File: src/rtl/demux_1to8_capture_pkg.sv
// Shared FSM encoding and default width for the serial-to-word capture demux.
package demux_pkg;
  localparam int DEF_WIDTH = 8;

  typedef enum logic {
    COLLECT = 1'b0,
    HOLD    = 1'b1
  } state_t;
endpackage

File: src/rtl/demux_1to8_capture_if.sv
// Input (serial bit + index) and output (word) handshakes of the capture demux.
interface demux_1to8_capture_if #(
  parameter int WIDTH = 8
);
  localparam int SEL_W = $clog2(WIDTH);

  logic             din;
  logic [SEL_W-1:0] sel;
  logic             in_valid;
  logic             in_ready;
  logic [WIDTH-1:0] out_data;
  logic             out_valid;
  logic             out_ready;
  logic             dup_err;

  modport master (
    output din, sel, in_valid, out_ready,
    input  in_ready, out_data, out_valid, dup_err
  );

  modport slave (
    input  din, sel, in_valid, out_ready,
    output in_ready, out_data, out_valid, dup_err
  );
endinterface

File: src/rtl/demux_1to8_capture_decoder.sv
// Gated binary-to-one-hot decoder producing per-bit write enables.
module demux_decoder #(
  parameter int WIDTH = 8,
  localparam int SEL_W = $clog2(WIDTH)
) (
  input  logic [SEL_W-1:0] sel,
  input  logic             en,
  output logic [WIDTH-1:0] onehot
);
  for (genvar i = 0; i < WIDTH; i++) begin : g_bit
    assign onehot[i] = en && (sel == SEL_W'(i));
  end
endmodule

File: src/rtl/demux_1to8_capture.sv
// Routes serial bits to indexed positions of a word; presents the word once every position is written.
module demux_1to8_capture
  import demux_pkg::*;
#(
  parameter int WIDTH = DEF_WIDTH
) (
  input  logic                  clk,
  input  logic                  rst,
  demux_1to8_capture_if.slave   bus
);
  state_t           state, state_nxt;
  logic [WIDTH-1:0] data, mask, we;
  logic             xfer, done, dup, in_rdy, out_vld, handoff;

  assign xfer    = bus.in_valid && in_rdy;
  assign handoff = (state == HOLD) && bus.out_ready;
  // we is already gated by xfer, so done is only meaningful on a transfer
  assign done    = ((mask | we) == '1);

  demux_decoder #(.WIDTH(WIDTH)) u_dec (
    .sel    (bus.sel),
    .en     (xfer),
    .onehot (we)
  );

  always_ff @(posedge clk) begin
    if (rst) state <= COLLECT;
    else     state <= state_nxt;
  end

  always_comb begin
    state_nxt = state;
    case (state)
      COLLECT: if (xfer && done)    state_nxt = HOLD;
      HOLD:    if (bus.out_ready)   state_nxt = COLLECT;
      default:                      state_nxt = COLLECT;
    endcase
  end

  always_comb begin
    in_rdy  = 1'b1;
    out_vld = 1'b0;
    case (state)
      COLLECT: begin in_rdy = 1'b1; out_vld = 1'b0; end
      HOLD:    begin in_rdy = 1'b0; out_vld = 1'b1; end
      default: begin in_rdy = 1'b1; out_vld = 1'b0; end
    endcase
  end

  // Rewrites of an already-set position overwrite the bit and flag a pulse next cycle
  always_ff @(posedge clk) begin
    if (rst) begin
      data <= '0;
      mask <= '0;
      dup  <= 1'b0;
    end else begin
      dup <= |(mask & we);
      if (handoff) begin
        data <= '0;
        mask <= '0;
      end else if (xfer) begin
        data <= (data & ~we) | (we & {WIDTH{bus.din}});
        mask <= mask | we;
      end
    end
  end

  assign bus.in_ready  = in_rdy;
  assign bus.out_valid = out_vld;
  assign bus.out_data  = data;
  assign bus.dup_err   = dup;
endmodule

File: src/flat_wrapper.sv
// flat-port wrapper written by rule: the top's interface ports become plain ports
module demux_1to8_capture_flat import demux_pkg::*;
#(
  parameter int WIDTH = DEF_WIDTH
)
  (clk, rst, bus_din, bus_sel, bus_in_valid, bus_out_ready, bus_in_ready, bus_out_data, bus_out_valid, bus_dup_err);
  demux_1to8_capture_if #(.WIDTH(WIDTH)) bus_i ();
  input  logic clk;
  input  logic rst;
  input wire logic [$bits(bus_i.din)-1:0] bus_din;
  input wire logic [$bits(bus_i.sel)-1:0] bus_sel;
  input wire logic [$bits(bus_i.in_valid)-1:0] bus_in_valid;
  input wire logic [$bits(bus_i.out_ready)-1:0] bus_out_ready;
  output wire logic [$bits(bus_i.in_ready)-1:0] bus_in_ready;
  output wire logic [$bits(bus_i.out_data)-1:0] bus_out_data;
  output wire logic [$bits(bus_i.out_valid)-1:0] bus_out_valid;
  output wire logic [$bits(bus_i.dup_err)-1:0] bus_dup_err;
  assign bus_i.din = bus_din;
  assign bus_i.sel = bus_sel;
  assign bus_i.in_valid = bus_in_valid;
  assign bus_i.out_ready = bus_out_ready;
  assign bus_in_ready = bus_i.in_ready;
  assign bus_out_data = bus_i.out_data;
  assign bus_out_valid = bus_i.out_valid;
  assign bus_dup_err = bus_i.dup_err;
  demux_1to8_capture #(.WIDTH(WIDTH)) u_core (.clk(clk), .rst(rst), .bus(bus_i));
endmodule
File: config.mk
export PLATFORM = sky130hd
export DESIGN_NAME = demux_1to8_capture_flat
export DESIGN_NICKNAME = d
export VERILOG_FILES = /design/src/rtl/demux_1to8_capture_pkg.sv /design/src/rtl/demux_1to8_capture_if.sv /design/src/rtl/demux_1to8_capture_decoder.sv /design/src/rtl/demux_1to8_capture.sv /design/src/flat_wrapper.sv
export SDC_FILE = /design/constraint.sdc
export NUM_CORES = 1
export LEC_CHECK = 0
export CORE_AREA = 2 2 46 48
export DETAILED_ROUTE_END_ITERATION = 10
export DIE_AREA = 0 0 48 50
export PLACE_DENSITY_LB_ADDON = 0.3
export SYNTH_ARGS = -nofsm -noshare
export SYNTH_HDL_FRONTEND = slang
export SYNTH_SLANG_ARGS = --single-unit
File: constraint.sdc
create_clock -name clk -period 1.62 [get_ports clk]
set_clock_uncertainty 0.15 [all_clocks]
set_input_delay 0.243 -clock clk [delete_from_list [all_inputs] [get_ports clk]]
set_output_delay 0.243 -clock clk [all_outputs]
set_load 0.005 [all_outputs]
# Word-level counts from Yosys, hierarchy flattened
# Cells that the tools add are included.
# word_totals
out_inout_bits	11
elab_cells	38
input_bits	8
regBits	18
# op_classes
n_reduce_logical	14
n_mux	5
bitwise	7
eq_ne	8
# ops
operator	n
$and 8x8->8	3
$or 8x8->8	2
$eq 3x3->1 const B	4
$logic_and 1x1->1	11
$eq 8x8->1 const B	1
$not 8->8	1
$reduce_or 8->1	1
$eq 3x2->1 const B	2
$pmux 1 s2	3
$eq 3x1->1 const B	1
$logic_not 3->1	1
$mux 1	2
$reduce_or 2->1	1
$not 1->1	1

# Longest topological paths before layout
# logic_depth
ltp_word	9
ltp_mapped	5
depth_no_buf	4

# Cells and area by module
# Synthesis repeated with hierarchy kept, for this count alone.
# unflattened
cells_unflattened	87
hier_area_um2	840.8
# modules_own_cells
mod	instances	cells_per_inst	area_each_um2	seq_area_each_um2
demux_1to8_capture	1	79	744.5	360.3
demux_decoder	1	8	96.3	0.0

# Least setup slack after synthesis
# OpenSTA, ideal clock, no wires.
# synth_timing
kind	reg2reg
startpoint	reg u_core.state
endpoint	reg (tool-made name)
path_stages_with_launch	6
setup_ns	0.128
n_path_buf	1
t_arrival_ns	1.248
period_less_slack_ns	1.526
required_time_ns	1.342
slack_ns	0.094
cell_sequence	dfxtp_1 or3b_1 buf_4 nor3_4 mux2i_1 nor2_1
# synth_rtl
item	line	text
from (decl)	demux_1to8_capture.sv:11	state_t state, state_nxt;
from (signal assigned)	demux_1to8_capture.sv:28	else state <= state_nxt;

==> impl_metrics.json <==
{
  "cts-buffers-inserted": 3,
  "worstSetupEndpointType": "flip-flop",
  "grt_usage": 0.181,
  "post-route-drc-count": 0,
  "drv_slew": 0,
  "initial_core_util": 0.437,
  "hold_viol": 0,
  "die_h_microns": 50,
  "reg2reg_slack_ns": 0.15,
  "n_antenna_cell": 0,
  "wl_met2_microns": 952,
  "port_buffers": 18,
  "placed_cells": 155,
  "cts_sinks": 18,
  "synth_seq_area_share": 0.434,
  "hpwl_microns": 1490,
  "syn_area_sq_um": 831,
  "max-vdd-ir-drop_mv": 0.589,
  "max_slew_margin": 0.802,
  "layout_common_cells": "23 x nor2_1, 17 x dfxtp_1, 16 x clkdlybuf4s50_1, 13 x nand2_1, 12 x buf_4",
  "wl_microns": 1910,
  "dr_wl_met3_microns": 84,
  "grt_start_max_net_pins": 13,
  "cts.clk_slew.worst_paths_ns": 0.10,
  "synth.net_count": 111,
  "path_max_fanout": 5,
  "async_reset_ff_frac": 0,
  "p_per_area_nw_per_um2": 733,
  "min_path_cells": 2,
  "layout_commonest_cell": "nor2_1",
  "rows": 16,
  "fin_cells": 159,
  "grt_pass1_wl_microns": 3170,
  "vias": 819,
  "ys_ff_latch": 18,
  "place_area_sq_um": 1110,
  "yosys_warnings": 0,
  "syn_inst": 103,
  "first_global_vias": 764,
  "antenna_found_initial": 0,
  "die-width_microns": 48,
  "hp-class": "reg2reg",
  "yosys.cell_types.count": 29,
  "fin_nets": 141,
  "dieArea_sq_um": 2400,
  "period_needed_ns": 1.56,
  "wl_per_cell_microns": 12.0,
  "max_freq_ghz": 0.640,
  "stdcell_area_sq_um": 1150,
  "topRoutingLayerUsed": "met4",
  "drive_above_1_share": 0.189,
  "firstDrtPassIters": 4,
  "drt-initial-drc-count": 16,
  "synth.avg_cell_area_sq_um": 8.07,
  "worst_ep_arrival_time_ns": 1.60,
  "finalCritPeriodShare": 0.964,
  "reg2reg_from": "u_core.state",
  "wl_met1_microns": 860,
  "worst_slew_pin_slew_ns": 0.296,
  "ios": 19,
  "leakage_nw": 0.410,
  "synthFlopType": "dfxtp_1",
  "cts_root_buffer": "clkbuf_4",
  "place_congestion": 0.811,
  "cts_hold_buf": 0,
  "outcome": "complete, no violations",
  "clockBufferDepth": 2,
  "setup_viol": 0,
  "cp-start-kind": "primary input",
  "htreeDepth": 1,
  "required_ns": 1.66,
  "cts_tree": "done",
  "coreArea_sq_um": 1900,
  "reg2reg_depth": 4,
  "vias_per_cell": 5.15,
  "cap_viol_max_count": 0,
  "rsz0062_at_grt": "false",
  "pre_cts_ws_ns": -0.310,
  "synth_edf_count": 0,
  "clkLatencyLatePin_ns": 0.28,
  "setup_ws_ns": 0.0584,
  "grt_overflow_total": 0,
  "syn_to_final_growth_pct": 38.6,
  "critical_path_class": "in2reg",
  "drtAntennaViolNets": 0
}
==> power breakdown <==
| part | internal [mW] | switching (mW) |
|---|---|---|
| sequential | 0.454 | 0.00892 |
| clock | 0.137 | 0.129 |
| combinational | 0.0595 | 0.0563 |
| total | 0.650 | 0.194 |
==> critical path: stages <==
cell,delay (ns)
clkdlybuf4s50_1,0.47
or3b_4,0.42
nor3_4,0.20
mux2i_1,0.21
nor2_1,0.05
==> kinds of logic (layout without fill, tap and decap cells) <==
family,after synthesis,after routing,share of synthesized area
buf+inv,8,37,0.0452
flops,18,18,0.434
mux,4,4,0.0648
simple gates,52,52,0.300
compound gates,21,21,0.157
==> stage by stage <==
step | total power, mW | hold WS [ns] | utilization | TNS, ns
after floorplan | 0.527 | 0.162 | - | 0
after CTS | 0.850 | 0.328 | 0.603 | 0
final | 0.844 | 0.329 | 0.605 | 0
after detailed placement | 0.586 | 0.316 | 0.583 | -2.95
after global placement | 0.582 | 0.310 | 0.583 | -2.63
after global routing | 0.888 | 0.365 | 0.605 | 0
==> how the worst max path moves through the flow <==
stage	from	end	slack [ns]
finish	bus_in_valid	flip-flop	0.06
detailed placement	bus_in_valid	flip-flop	-0.31
global placement	bus_in_valid	flip-flop	-0.30
floorplan	u_core.state	flip-flop	0.09
global route	bus_sel[1]	u_core.state	0.01
CTS	bus_in_valid	flip-flop	0.05
==> final cells by class <==
class,instances,area [sq um]
timing repair buffer,30,268
fill,180,751
clock buffer,4,36.3
inverter,3,11.3
sequential,18,362
multi-input combinational,77,440
tap,27,33.8
==> synthesized netlist by cell type, types with 2 or more instances <==
master    count  share of area
nand2b_1      2          0.015
nand3_1       2          0.012
o21ai_0       7          0.042
nand3b_1      2          0.018
buf_2         3          0.018
nor2_1       25           0.11
mux2i_1       2          0.024
nand2_1      13          0.059
a21oi_1       8          0.048
inv_1         3          0.014
dfxtp_1      18           0.43
==> layer usage <==
| layer | up-vias | GRT usage |
|---|---|---|
| li1 | 408 | - |
| met1 | 388 | 0.223 |
| met2 | 21 | 0.304 |
| met3 | 2 | 0.0440 |
| met4 | 0 | 0.0450 |
| met5 | - | 0 |
==> timing repair <==
action,in CTS,in global routing
gates resized for setup,4,2
buffers inserted,0,0
hold endpoints to repair,0,0
endpoints found under the setup margin,4,1
pin swaps,0,0
(Power assumes the default switching activity.)
